`config.mk`:
```
export PLATFORM = sky130hd
export DESIGN_NAME = mem_stage_lsu_flat
export DESIGN_NICKNAME = d
export VERILOG_FILES = /design/src/rtl/lsu_pkg.sv /design/src/rtl/lsu_dmem_if.sv /design/src/rtl/lsu_align.sv /design/src/rtl/mem_stage_lsu.sv /design/src/flat_wrapper.sv
export SDC_FILE = /design/constraint.sdc
export NUM_CORES = 1
export LEC_CHECK = 0
export BUFFER_PORTS_ARGS = -buffer_cell sky130_fd_sc_hd__buf_2
export CAP_MARGIN = 20
export CORE_ASPECT_RATIO = 1.2
export CORE_UTILIZATION = 44
export CTS_BUF_LIST = sky130_fd_sc_hd__clkbuf_8
export CTS_CLUSTER_DIAMETER = 50
export DETAILED_ROUTE_END_ITERATION = 12
export PLACE_DENSITY = 0.95
export SKIP_LAST_GASP = 1
export SYNTH_ARGS = -nofsm -noshare
export SYNTH_HDL_FRONTEND = slang
export SYNTH_SLANG_ARGS = --single-unit
```
`constraint.sdc`:
```
create_clock -name clk -period 2.18 [get_ports clk]
set_input_delay 0.436 -clock clk [delete_from_list [all_inputs] [get_ports clk]]
set_output_delay 0.436 -clock clk [all_outputs]
set_load 0.02 [all_outputs]
```
`src/rtl/lsu_pkg.sv`:
```
// lsu_pkg: shared types and constants for the MEM-stage load/store unit
package lsu_pkg;
  typedef enum logic [1:0] {IDLE = 2'd0, BUSY = 2'd1, DONE = 2'd2} state_t;
  localparam logic [2:0] FUNCT3_B  = 3'b000;
  localparam logic [2:0] FUNCT3_H  = 3'b001;
  localparam logic [2:0] FUNCT3_W  = 3'b010;
  localparam logic [2:0] FUNCT3_BU = 3'b100;
  localparam logic [2:0] FUNCT3_HU = 3'b101;
  function automatic logic misaligned(input logic [2:0] f, input logic [1:0] a);
    return f[1] ? |a : f[0] ? a[0] : 1'b0;
  endfunction
endpackage

```
`src/rtl/lsu_dmem_if.sv`:
```
// lsu_dmem_if: req/ready data-bus between the LSU master and the data memory slave
interface lsu_dmem_if;
  logic        req;
  logic        we;
  logic [31:0] addr;
  logic [3:0]  be;
  logic [31:0] wdata;
  logic        ready;
  logic [31:0] rdata;
  modport master (output req, we, addr, be, wdata, input ready, rdata);
  modport slave (input req, we, addr, be, wdata, output ready, rdata);
endinterface

```
`src/rtl/lsu_align.sv`:
```
// lsu_align: byte-enable generation, store lane replication and load extension
module lsu_align
  import lsu_pkg::*;
(
  input  logic [2:0]  funct3,
  input  logic [1:0]  a,
  input  logic [31:0] wd,
  input  logic [31:0] rdata,
  output logic [3:0]  be,
  output logic [31:0] wdata,
  output logic [31:0] ldata
);
  logic byte_sz, half_sz, uns;
  logic [7:0] b;
  logic [15:0] h;
  assign byte_sz = funct3[1:0] == FUNCT3_B[1:0];
  assign half_sz = funct3[1:0] == FUNCT3_H[1:0];
  assign uns = funct3 == FUNCT3_BU || funct3 == FUNCT3_HU;
  assign b = rdata[{a, 3'b000} +: 8];
  assign h = a[1] ? rdata[31:16] : rdata[15:0];
  always_comb begin
    be = byte_sz ? 4'b0001 << a : half_sz ? 4'b0011 << {a[1], 1'b0} : 4'hF;
    wdata = byte_sz ? {4{wd[7:0]}} : half_sz ? {2{wd[15:0]}} : wd;
    ldata = byte_sz ? {{24{b[7] & ~uns}}, b} : half_sz ? {{16{h[15] & ~uns}}, h} : rdata;
  end
endmodule

```
`src/rtl/mem_stage_lsu.sv`:
```
// mem_stage_lsu: MEM-stage req/ready load/store bus master with stall and timeout; MEM_MISALIGN_TRAP_EN adds misalign trap
module mem_stage_lsu
  import lsu_pkg::*;
#(
  parameter int unsigned TIMEOUT_CYCLES = 255
) (
  input  logic        clk,
  input  logic        reset,
  input  logic        MemRead_mem,
  input  logic        MemWrite_mem,
  input  logic [2:0]  Funct3_mem,
  input  logic [31:0] ALUResult_mem,
  input  logic [31:0] MemWriteData_mem,
  output logic        MemStall,
  output logic [31:0] MemDout_mem,
  output logic        BusErr,
`ifdef MEM_MISALIGN_TRAP_EN
  output logic        MisalignErr,
`endif
  lsu_dmem_if.master  dmem
);
  localparam logic [7:0] TMO = 8'(TIMEOUT_CYCLES);
  state_t state_q, state_d;
  logic [7:0] cnt_q, cnt_d;
  logic [31:0] dout_q, dout_d, ldata;
  logic buserr_q, buserr_d;
  logic access, mis, trap, timeout;
  assign access = MemRead_mem | MemWrite_mem;
`ifdef MEM_MISALIGN_TRAP_EN
  logic mis_q;
  assign mis = misaligned(Funct3_mem, ALUResult_mem[1:0]);
  always_ff @(posedge clk or negedge reset)
    if (!reset) mis_q <= 1'b0;
    else mis_q <= trap;
  assign MisalignErr = mis_q;
`else
  assign mis = 1'b0;
`endif
  lsu_align u_align (
    .funct3(Funct3_mem),
    .a     (ALUResult_mem[1:0]),
    .wd    (MemWriteData_mem),
    .rdata (dmem.rdata),
    .be    (dmem.be),
    .wdata (dmem.wdata),
    .ldata (ldata)
  );
  assign trap = state_q == IDLE && access && mis;
  assign timeout = state_q == BUSY && !dmem.ready && cnt_q == TMO;
  assign dmem.req = reset && (state_q == BUSY || (state_q == IDLE && access && !mis));
  assign MemStall = reset && (state_q == BUSY || (state_q == IDLE && access));
  assign dmem.we = MemWrite_mem;
  assign dmem.addr = {ALUResult_mem[31:2], 2'b00};
  assign MemDout_mem = dout_q;
  assign BusErr = buserr_q;
  always_comb begin
    state_d = state_q == DONE ? IDLE
            : state_q == BUSY ? ((dmem.ready || timeout) ? DONE : BUSY)
            : access ? ((mis || dmem.ready) ? DONE : BUSY) : IDLE;
    cnt_d = state_q == BUSY ? cnt_q + 8'd1 : 8'd1;
    buserr_d = timeout;
    dout_d = (dmem.req && dmem.ready && !MemWrite_mem) ? ldata : (timeout || trap) ? '0 : dout_q;
  end
  always_ff @(posedge clk or negedge reset)
    if (!reset) begin
      state_q <= IDLE;
      cnt_q <= '0;
      dout_q <= '0;
      buserr_q <= 1'b0;
    end else begin
      state_q <= state_d;
      cnt_q <= cnt_d;
      dout_q <= dout_d;
      buserr_q <= buserr_d;
    end
endmodule

```
`src/flat_wrapper.sv`:
```
// flat-port wrapper written by rule: the top's interface ports become plain ports
module mem_stage_lsu_flat import lsu_pkg::*;
#(
  parameter int unsigned TIMEOUT_CYCLES = 255
)
  (clk, reset, MemRead_mem, MemWrite_mem, Funct3_mem, ALUResult_mem, MemWriteData_mem, MemStall, MemDout_mem, BusErr, dmem_req, dmem_we, dmem_addr, dmem_be, dmem_wdata, dmem_ready, dmem_rdata);
  lsu_dmem_if dmem_i ();
  input  logic clk;
  input  logic reset;
  input  logic MemRead_mem;
  input  logic MemWrite_mem;
  input  logic [2:0] Funct3_mem;
  input  logic [31:0] ALUResult_mem;
  input  logic [31:0] MemWriteData_mem;
  output logic MemStall;
  output logic [31:0] MemDout_mem;
  output logic BusErr;
  output wire logic [$bits(dmem_i.req)-1:0] dmem_req;
  output wire logic [$bits(dmem_i.we)-1:0] dmem_we;
  output wire logic [$bits(dmem_i.addr)-1:0] dmem_addr;
  output wire logic [$bits(dmem_i.be)-1:0] dmem_be;
  output wire logic [$bits(dmem_i.wdata)-1:0] dmem_wdata;
  input wire logic [$bits(dmem_i.ready)-1:0] dmem_ready;
  input wire logic [$bits(dmem_i.rdata)-1:0] dmem_rdata;
  assign dmem_req = dmem_i.req;
  assign dmem_we = dmem_i.we;
  assign dmem_addr = dmem_i.addr;
  assign dmem_be = dmem_i.be;
  assign dmem_wdata = dmem_i.wdata;
  assign dmem_i.ready = dmem_ready;
  assign dmem_i.rdata = dmem_rdata;
  mem_stage_lsu #(.TIMEOUT_CYCLES(TIMEOUT_CYCLES)) u_core (.clk(clk), .reset(reset), .MemRead_mem(MemRead_mem), .MemWrite_mem(MemWrite_mem), .Funct3_mem(Funct3_mem), .ALUResult_mem(ALUResult_mem), .MemWriteData_mem(MemWriteData_mem), .MemStall(MemStall), .MemDout_mem(MemDout_mem), .BusErr(BusErr), .dmem(dmem_i));
endmodule
```
# After elaboration in Yosys (flattened, before gate mapping)
# Cells that the tools add are included.
# classes
n_addsub	1
n_eq_ne	6
shifts	3
n_mux	15
bitwise	4
reduce_logical	14
# ops
cell	n
32-bit two-way mux	6
32-bit by 6-bit indexed part select with 8-bit output	1
16-bit two-way mux	1
2-bit two-way mux	5
8-bit by 1-bit adder with 8-bit output, second input constant	1
8-bit == test, second input constant	1
4-bit two-way mux	2
8-bit two-way mux	1
3-bit == test, second input constant	2
1-bit logical AND	6
2-bit by 1-bit == test with 1-bit output, second input constant	2
2-bit logical NOT	2
1-bit by 2-bit left shift with 4-bit output, first input constant	1
2-bit by 2-bit left shift with 4-bit output, first input constant	1
1-bit logical OR	3
1-bit AND	2
2-bit == test, second input constant	1
1-bit logical NOT	2
2-bit nonzero test	1
1-bit NOT	1
1-bit OR	1
# word_totals
ff_bits	43
input_bits	104
out_inout_bits	104
word_cells	47

# Logic depth before layout (Yosys ltp)
# Gate-level depths: netlist (run 1).
# depth
depth_word	7
ltp_mapped	6
ltp_nobuf	5

# Modules after synthesis
# Synthesis (run 1) repeated with hierarchy kept, for this count alone.
# unflattened
hier_cells	388
hier_area_um2	3404.5
# modules_own_cells
module	n_inst	cells_per_inst	area_each_um2	seq_area_each_um2
mem_stage_lsu	1	197	2138.3	1076.0
lsu_align	1	191	1266.2	0.0

# Least setup slack after synthesis (run 1)
# OpenSTA, ideal clock, no wires.
# synth_timing
path_kind	input to output
startpoint	input Funct3_mem[0]
endpoint	output dmem_wdata[30]
arrival_time_ns	1.593
required_time_ns	1.744
slack_ns	0.151
stages	4
path_buffers	2
cell_sequence	clkbuf_1 clkbuf_1 mux2i_1 o21ai_0
# synth_between
elab_chain_len	3
elab_cells_between_ends	4
cone_classes	eq/ne: 1; mux: 2; reduce/logical: 1
# synth_rtl
element	line_no	rtl
from (decl)	flat_wrapper.sv:12	input logic [2:0] Funct3_mem;
2-bit by 1-bit == test with 1-bit output	lsu_align.sv:17	assign half_sz = funct3[1:0] == FUNCT3_H[1:0];
32-bit two-way mux	lsu_align.sv:23	wdata = byte_sz ? {4{wd[7:0]}} : half_sz ? {2{wd[15:0]}} : wd;
32-bit two-way mux *	lsu_align.sv:23	
to (decl)	flat_wrapper.sv:22	output wire logic [$bits(dmem_i.wdata)-1:0] dmem_wdata;
# Mark *: on every way between the ends. The rest lies on a longest branch, timed or not.

# Final worst setup path (run 1)
# layout_timing
startpoint	register u_core.state_q[1]
endpoint	register u_core.dout_q[17], in the netlist u_core.MemDout_mem[17]
# layout_between
elab_chain_len	7
elab_cells_between_ends	11
cone_classes	eq/ne: 1; mux: 1; reduce/logical: 9
# layout_rtl
element	line_no	rtl
from (decl)	mem_stage_lsu.sv:23	state_t state_q, state_d;
from (signal assigned)	mem_stage_lsu.sv:71	state_q <= state_d;
2-bit logical NOT	n/a	
1-bit logical AND	mem_stage_lsu.sv:50	assign dmem.req = reset && (state_q == BUSY || (state_q == IDLE && access && !mis));
1-bit logical OR	mem_stage_lsu.sv:50	
1-bit logical AND	mem_stage_lsu.sv:50	
1-bit logical AND (2 in series)	mem_stage_lsu.sv:62	dout_d = (dmem.req && dmem.ready && !MemWrite_mem) ? ldata : (timeout || trap) ? '0 : dout_q;
32-bit two-way mux or 2-bit nonzero test (tied branches)	n/a	
to (signal assigned)	mem_stage_lsu.sv:73	dout_q <= dout_d;
to (decl)	mem_stage_lsu.sv:25	logic [31:0] dout_q, dout_d, ldata;
# Parallel ways exist; a longest one is shown, timed or not.
# A chain may end at the register's enable or synchronous reset.

==> results of run 1 <==
-- cells by family (layout without fill, tap and decap cells) --
logic type / Yosys count / count (layout) / synth area share [%]
mux: 40 / 40 / 15.97
other cells: 1 / 2 / 0.1176
xor+xnor: 5 / 5 / 1.373
flops: 43 / 43 / 33.74
buf+inv: 84 / 183 / 16.20
fa+ha+maj: 1 / 1 / 0.3922
simple gates: 75 / 75 / 12.32
compound gates: 72 / 72 / 19.89
-- per-layer routing --
| metal | vias up | share of wire (%) | track usage [%] |
|---|---|---|---|
| met1 | 1383 | 37 | 31.10 |
| met5 | - | 0 | 0 |
| met2 | 230 | 48 | 45.44 |
| met3 | 36 | 12 | 7.943 |
| met4 | 0 | 3.4 | 12.12 |
| li1 | 1310 | - | - |
-- cell usage after synthesis (all sizes together), types with 9 or more instances --
cell | instances | area share (%)
mux2i | 16 | 5.0
nand2 | 16 | 1.9
dfrtp | 43 | 34
nor3 | 10 | 1.6
o21ai | 14 | 2.2
mux2 | 17 | 6.0
nand2b | 21 | 4.4
buf | 51 | 12
a22o | 18 | 5.2
inv | 20 | 2.4
o22ai | 9 | 1.8
nor2 | 13 | 1.5
clkbuf | 13 | 1.5
-- worst paths after layout --
path,from,endpoint,cells after the start
setup / recovery,u_core.state_q[1]$_DFF_PN0_,u_core.MemDout_mem[17]$_DFFE_PN0P_,4
hold / removal,reset,u_core.cnt_q[6]$_DFF_PN0_,2
setup reg to reg,u_core.state_q[1]$_DFF_PN0_,u_core.MemDout_mem[17]$_DFFE_PN0P_,4
hold reg to reg,u_core.MemDout_mem[20]$_DFFE_PN0P_,u_core.MemDout_mem[20]$_DFFE_PN0P_,1
max in group asynchronous,reset,u_core.MemDout_mem[5]$_DFFE_PN0P_,2
min in group clk,dmem_ready,u_core.state_q[0]$_DFF_PN0_,2
-- critical path: cells and delay by family, from the launching register on --
family	cells	cell delay, ns
and+or+nand+nor	2	0.79
AOI/OAI and AO/OA	2	0.67
DFF	1	0.42
-- power breakdown --
part,internal (mW),switching (mW),total (mW)
registers,0.966,0.122,1.09
logic,0.446,0.634,1.08
clock network,0.377,0.295,0.672
total,1.79,1.05,2.84
-- per-stage QoR --
| step | cell area, um2 | hold WS, ns |
|---|---|---|
| 3_3_place_gp | 3661 | 0.4860 |
| 6_report | 3782 | 0.2493 |
| 5_1_grt | 3782 | 0.3028 |
| 4_1_cts | 3782 | 0.2641 |
| 3_5_place_dp | 3661 | 0.4833 |
| 2_1_floorplan | 3193 | 0.1404 |
-- layout make-up --
cell class                 count  area (um2)  area share, %
inverter                      20       75.07          1.985
timing repair buffer         155       800.8          21.17
multi-input combinational    195        1600          42.31
clock buffer                   6       82.58          2.183
sequential                    43        1076          28.45
tap                           87       108.9          2.878
clock inverter                 2       38.79          1.025
-- flip-flops by register name, summed over array words and instances (netlist names) --
| register | flops |
|---|---|
| u_core.cnt_q | 8 |
| u_core.BusErr | 1 |
| u_core.MemDout_mem | 32 |
| u_core.state_q | 2 |
==> results.yml, run 1 <==
final_layout:
  fillers: 603
  fin_nets: 525
  fin_util_pct: 54.53
  drive_gt1_share_pct: 47.51
  final_cells: 508
  final_cell_mix: "buf_2 (145), dfrtp_1 (43), nand2b_1 (20), inv_1 (20)"
  area_growth_pct: 18.60
  layout_commonest_cell: "buf_2"
  diodes: 0
floorplanning:
  fp.dieW_um: 79.72
  core-area_um2: 6937
  io_pins: 208
  die_h_um: 95.27
  die_area_um2: 7595
  rows: 33
  start_util_pct: 45.98
timing:
  max_freq_mhz: 512.5
  skew_ns: 0.01753
  worstMarginPinSlew_ns: 0.5503
  setup_viol: 0
  finalCritPeriodShare_pct: 89.51
  fin_ws_ns: 0.2287
  slew_headroom_pct: 63.31
  hold_viol: 0
  maxSlewViolCount: 0
  rsz0062_at_grt: "false"
  finalCriticalPeriod_ns: 1.951
  fin_setup_tns_ns: 0
cts:
  htree_levels: 2
  cts-root-buf: "clkbuf_8"
  clk_latency_ns: 0.31
  cts_hold_buffers: 0
  cts-resized-gates: 0
  clkSlewWorstSetupHoldPaths_ns: 0.10
  clk_path_buf_depth: 2
  cts_sinks: 43
  cts_buffers: 5
  cts_tree: "yes"
  post_cts.repair.setup_buffers: 0
drt:
  antenna_left: 0
  wirelength_um: 10310
  wl_per_cell_um: 20.30
  firstDrtPassIters: 6
  drt_iter0_markers: 207
  routed_via_density: 5.825
  drc: 0
  vias: 2959
synth:
  ys_ff_latch: 43
  synth-edff-count: 0
  ys.warnings.count: 0
  yosysUniqueCellTypes: 40
  syn_inst: 321
  synthArstFlopShare_pct: 100.0
  netlist_area_um2: 3189
  ys_seq_area_share_pct: 33.74
  synthFlopType: "dfrtp_1"
  synth_area_per_cell_um2: 9.936
power:
  irDropWorstVdd_mv: 0.6489
  leakage_nw: 1.923
  total_power_mw: 2.841
  power_density_nw_per_um2: 751.1
job:
  drv_cap: 0
critical_path:
  reg2reg_slack_ns: 0.23
  worstPathMaxFanout: 16
  crit_path_cell_trace: "nand2b_4, or4b_4, a31oi_4, a22o_1"
  critPathLaunchType: "flop"
  crit_slowest_cell: "or4b_4"
  worstSetupPathType: "flop to flop"
  required_ns: 2.41
  cp-end-kind: "flop"
  arrival_ns: 2.19
  max_stage_delay_ns: 0.64
global_route:
  antenna_found_initial: 0
  grt_pass1_vias: 2839
  grt_max_degree: 44
  grtUsageTotal_pct: 26.82
  overflow: 0
  grt_pass1_wl_um: 14860
hold_path:
  hold_path_class: "primary input to async pin"
placement:
  detailed_place_hpwl_um: 8160
  dpl.cell_count: 500
  pre_cts_slack_ns: 0.1893
  port_buffers: 145
  place_congestion: 0.8830
run_status:
  status: "finished clean"
Note: power is estimated with default switching activity, not from simulation.
==> run 2: changes to the inputs <==
Settings changed: SETUP_SLACK_MARGIN from default to 0.4.
==> results.yml, run 2 (synthesized netlist as in run 1, its figures left out) <==
placement:
  port_buffers: 145
  placed_cell_area_um2: 3666
  place_congestion: 0.9116
  detailed_place_hpwl_um: 7919
  dpl.cell_count: 498
cts:
  cts_sinks: 43
  cts-root-buf: "clkbuf_8"
  htree_levels: 2
  cts_buffers: 5
  clkSlewWorstSetupHoldPaths_ns: 0.08
  cts_tree: "yes"
  cts_hold_buffers: 0
  clk_path_buf_depth: 2
  clk_latency_ns: 0.30
job:
  drv_cap: 0
floorplanning:
  die_area_um2: 7595
  core-area_um2: 6937
  rows: 33
  start_util_pct: 45.98
  io_pins: 208
  die_h_um: 95.27
  fp.dieW_um: 79.72
hold_path:
  hold_path_class: "primary input to async pin"
final_layout:
  largest_register_ffs: 32
  regArea_um2: 1076
  fin_util_pct: 59.58
  diodes: 0
  fin_nets: 543
  final_cell_mix: "buf_2 (133), dfrtp_1 (43), inv_1 (20)"
  stdcell_area_um2: 4133
  layout_commonest_cell: "buf_2"
  fillers: 561
  drive_gt1_share_pct: 52.28
  area_growth_pct: 29.58
  final_cells: 525
  multi_input_area_um2: 1740
drt:
  drt_iter0_markers: 302
  wirelength_um: 11900
  routed_via_density: 6.206
  drc: 0
  wl_per_cell_um: 22.66
  antenna_left: 0
  firstDrtPassIters: 5
  vias: 3258
timing:
  rsz0062_at_grt: "true"
  maxSlewViolCount: 0
  setup_viol: 0
  slew_headroom_pct: 63.16
  max_freq_mhz: 534.2
  finalCritPeriodShare_pct: 85.87
  hold_viol: 0
  fin_setup_tns_ns: 0
  hold_slack_ns: 0.2630
  worstMarginPinSlew_ns: 0.5526
  skew_ns: 0.002929
  finalCriticalPeriod_ns: 1.872
power:
  irDropWorstVdd_mv: 0.5532
  leakage_nw: 2.079
  power_density_nw_per_um2: 677.2
global_route:
  grt_pass1_vias: 2998
  grtUsageTotal_pct: 27.37
  grt_max_degree: 60
  grt_pass1_wl_um: 15390
  antenna_found_initial: 0
  overflow: 0
critical_path:
  critPathLaunchType: "flop"
  cp-end-kind: "flop"
  worstPathMaxFanout: 16
  worstSetupPathType: "flop to flop"
  required_ns: 2.42
  arrival_ns: 2.12
run_status:
  status: "finished clean"
[run 2: changes by cell type in the layout (fill, tap and decap cells not counted), sizes merged]
cell	before	now
buf	155	166
clkbuf	6	8
or4b	1	2
clkinv	0	2
bufinv	1	0
o31a	1	4
inv	21	20
[run 2: power breakdown]
part	internal (mW)	leakage [nW]	switching [mW]
Clock	0.219	0.0440	0.290
Combinational	0.514	1.49	0.684
Sequential	0.967	0.549	0.125
[run 2: timing repair]
item | CTS | global route
pin swaps | 3 | 6
endpoints found under the setup margin | 42 | 55
buffers inserted | 5 | 8
gates cloned | 1 | 6
gates resized for setup | 6 | 43
[run 2: final cells by class]
class / instances / share of cell area [%]
flip-flops and latches: 43 / 26.04
repair buffers: 169 / 25.40
clock inverters: 2 / 0.3330
multi-input cells: 199 / 42.11
inverters: 20 / 1.817
well taps: 87 / 2.634
clock buffers: 5 / 1.665
[run 2: critical path, cell delays in order (launching register included)]
cell	delay, ns
dfrtp_1	0.41
nand2b_4	0.18
or4b_4	0.59
buf_12	0.16
a31oi_4	0.16
buf_12	0.16
a22o_1	0.14
[run 2: path summary, 6_finish.rpt]
path | depth (start not counted) | startpoint | end | slack, ns
worst max-delay path | 6 | u_core.state_q[1]$_DFF_PN0_ | u_core.MemDout_mem[28]$_DFFE_PN0P_ | 0.31
worst min-delay path | 2 | reset | u_core.cnt_q[2]$_DFF_PN0_ | 0.26
worst max register to register | 6 | u_core.state_q[1]$_DFF_PN0_ | u_core.MemDout_mem[28]$_DFFE_PN0P_ | 0.31
worst min register to register | 1 | u_core.MemDout_mem[5]$_DFFE_PN0P_ | u_core.MemDout_mem[5]$_DFFE_PN0P_ | 0.51
max in group asynchronous | 2 | reset | u_core.MemDout_mem[16]$_DFFE_PN0P_ | 1.54
min in group clk | 3 | dmem_rdata[8] | u_core.MemDout_mem[8]$_DFFE_PN0P_ | 0.47
[run 2: layer usage]
layer | share of wire (%) | track usage, %
met1 | 34 | 30.72
met2 | 48 | 46.87
met3 | 13 | 8.995
met4 | 4.5 | 12.42
met5 | 0 | 0
[run 2: through the flow]
stage          total power, mW  setup WS (ns)
2_1_floorplan            1.839         0.3831
3_3_place_gp             2.148         0.2673
3_5_place_dp             2.179         0.2094
4_1_cts                  2.695         0.3110
5_1_grt                  2.898         0.2720
6_report                 2.799         0.3081
==> run 3: changes to the inputs <==
--- a/config.mk
+++ b/config.mk
@@ -6,8 +6,9 @@
 export NUM_CORES = 1
 export LEC_CHECK = 0
+export ABC_AREA = 1
 export BUFFER_PORTS_ARGS = -buffer_cell sky130_fd_sc_hd__buf_2
 export CAP_MARGIN = 20
 export CORE_ASPECT_RATIO = 1.2
-export CORE_UTILIZATION = 44
+export CORE_UTILIZATION = 45
 export CTS_BUF_LIST = sky130_fd_sc_hd__clkbuf_8
 export CTS_CLUSTER_DIAMETER = 50
==> constraint.sdc (replaced) <==
create_clock -name clk -period 2.18 [get_ports clk]
set_input_delay 0.218 -clock clk [delete_from_list [all_inputs] [get_ports clk]]
set_output_delay 0.218 -clock clk [all_outputs]
set_load 0.02 [all_outputs]
==> results.yml, run 3 <==
timing:
  hold_viol: 0
  maxSlewViolCount: 0
  setup_viol: 0
  max_freq_mhz: 594.0
  finalCriticalPeriod_ns: 1.683
  worstMarginPinSlew_ns: 0.5515
  rsz0062_at_grt: "false"
  skew_ns: 0.009678
  slew_headroom_pct: 63.23
  fin_ws_ns: 0.4965
  fin_setup_tns_ns: 0
  finalCritPeriodShare_pct: 77.22
drt:
  vias: 3667
  wl_per_cell_um: 16.07
  wirelength_um: 10940
  drc: 0
  firstDrtPassIters: 5
  routed_via_density: 5.385
  antenna_left: 0
  drt_iter0_markers: 243
synth:
  ys_top_cells_by_count: "nand2_1 (135), nand3_1 (72), nor2_1 (68)"
  yosysTopAreaCellShare_pct: 31.34
  yosysMostFrequentCell: "nand2_1"
  ys_top_cells_by_area: "dfrtp_1 (31%), nand2_1 (15%), nand3_1 (10%), buf_4 (10%), nor2_1 (7.4%)"
  synthFlopType: "dfrtp_1"
  netlist_area_um2: 3433
  synth_area_leader_cell: "dfrtp_1"
  synthArstFlopShare_pct: 100.0
  ys_seq_area_share_pct: 31.34
  synth_area_per_cell_um2: 6.839
  yosysUniqueCellTypes: 31
  syn_inst: 502
  ys.warnings.count: 0
  ys_ff_latch: 43
  synth-edff-count: 0
run_status:
  status: "finished clean"
final_layout:
  stdcell_area_um2: 3891
  layout_commonest_cell: "buf_2"
  drive_gt1_share_pct: 30.46
  fin_nets: 695
  diodes: 0
  final_cell_mix: "buf_2 (144), nand2_1 (135), nand3_1 (72)"
  final_cells: 681
  area_growth_pct: 13.34
  largest_register_ffs: 32
placement:
  detailed_place_hpwl_um: 8539
  placed_cell_area_um2: 3745
  dpl.cell_count: 672
  place_congestion: 0.9044
  pre_cts_slack_ns: 0.2390
  port_buffers: 145
critical_path:
  required_ns: 1.96
  worstSetupPathType: "primary input to output pin"
  worstPathMaxFanout: 29
  crit_path_cell_trace: "clkbuf_4, inv_4, nand2_4, inv_8, nand2_1, o21ai_0, buf_2"
  max_stage_delay_ns: 0.23
  cp-end-kind: "output pin"
  crit_slowest_cell: "buf_2"
  arrival_ns: 1.47
  critPathLaunchType: "primary input"
cts:
  cts_buffers: 5
  clk_latency_ns: 0.30
  clkSlewWorstSetupHoldPaths_ns: 0.08
  cts_tree: "yes"
  clk_path_buf_depth: 2
  cts_sinks: 43
  cts-root-buf: "clkbuf_8"
  htree_levels: 2
hold_path:
  hold_path_class: "primary input to async pin"
floorplanning:
  die_area_um2: 7984
  start_util_pct: 46.92
  fp.dieW_um: 81.74
  die_h_um: 97.69
  rows: 34
  io_pins: 208
  core-area_um2: 7317
power:
  power_frac_seq_pct: 36.6
  leakage_nw: 2.221
  clock_power_share_pct: 17.6
  p_sw_mw: 1.574
  total_power_mw: 3.601
  combPwrFrac_pct: 45.8
  power_density_nw_per_um2: 925.5
  p_sw_share_pct: 43.72
  irDropWorstVdd_mv: 0.6112
  cellInternalPower_mw: 2.027
global_route:
  grtUsageTotal_pct: 27.80
  grt_pass1_vias: 3406
  antenna_found_initial: 0
  overflow: 0
  grt_max_degree: 44
  grt_pass1_wl_um: 16840
job:
  drv_cap: 0
run 3: changes by cell type after synthesis, moves of 11 or more:
cell and change:
nand2_1 +119, nand3_1 +65, a22o_1 -17, a21oi_1 +15, nand2b_1 -20, clkbuf_1 -12, inv_1 +11, nor2_1 +55
mux2_2 -17, mux2i_1 -16
run 3: area by class of cell:
class,count,area (um2)
Clock inverter,3,43.79
Sequential cell,43,1076
Inverter,36,145.1
Clock buffer,5,68.82
Fill cell,712,3426
Timing Repair Buffer,150,789.5
Multi-Input combinational cell,354,1655
Tap cell,90,112.6
run 3: worst paths after layout:
check / startpoint / to / slack [ns] / cells after the start
worst max-delay path: Funct3_mem[1] / dmem_wdata[10] / 0.50 / 7
worst min-delay path: reset / u_core.MemDout_mem[2]$_DFFE_PN0P_ / 0.02 / 2
worst max register to register: u_core.cnt_q[0]$_DFF_PN0_ / u_core.MemDout_mem[20]$_DFFE_PN0P_ / 0.59 / 7
worst min register to register: u_core.cnt_q[0]$_DFF_PN0_ / u_core.cnt_q[0]$_DFF_PN0_ / 0.49 / 1
max in group asynchronous: reset / u_core.MemDout_mem[9]$_DFFE_PN0P_ / 1.79 / 2
min in group clk: dmem_ready / u_core.state_q[0]$_DFF_PN0_ / 0.23 / 4
run 3: kinds of logic (layout without fill, tap and decap cells):
family / Yosys count / count (layout) / synth area share [%]
other cells: 1 / 2 / 0.1092
fa+ha+maj: 1 / 1 / 0.3644
flops: 43 / 43 / 31.34
buf+inv: 106 / 194 / 20.55
simple gates: 297 / 297 / 39.10
compound gates: 54 / 54 / 8.528
run 3: routing by layer:
| metal | global-route usage, % | wire [um] | vias to the layer above |
|---|---|---|---|
| met4 | 11.20 | 365 | 0 |
| met2 | 47.62 | 5626 | 224 |
| met3 | 6.385 | 1087 | 36 |
| met5 | 0 | 0 | - |
| met1 | 32.39 | 3861 | 1673 |
| li1 | - | - | 1734 |
run 3: what timing repair did:
action,CTS,global route
gates resized for setup,2,3
endpoints found under the setup margin,16,10
pin swaps,0,1
buffers inserted,0,1
hold buffers,0,0
run 3: power groups by stage:
stage / combinational [mW] / sequential, mW / clock [mW]
floorplan: 0.795 / 1.67 / 0
global placement: 1.60 / 1.32 / 0
detailed placement: 1.64 / 1.34 / 0
CTS: 1.65 / 1.32 / 0.644
global route: 1.81 / 1.36 / 0.677
finish: 1.65 / 1.32 / 0.632
run 3: worst max-delay path, delay by kind of cell:
| kind | cells | cell delay (ns) |
|---|---|---|
| buf+inv | 4 | 0.83 |
| simple gates | 2 | 0.26 |
| compound gates | 1 | 0.14 |
run 3: through the flow:
step	utilization, %	hold WS (ns)
floorplan	-	-0.07759
global placement	50.97	0.3653
detailed placement	51.18	0.3756
CTS	52.79	0.04936
global route	53.18	0.07684
finish	53.18	0.01678
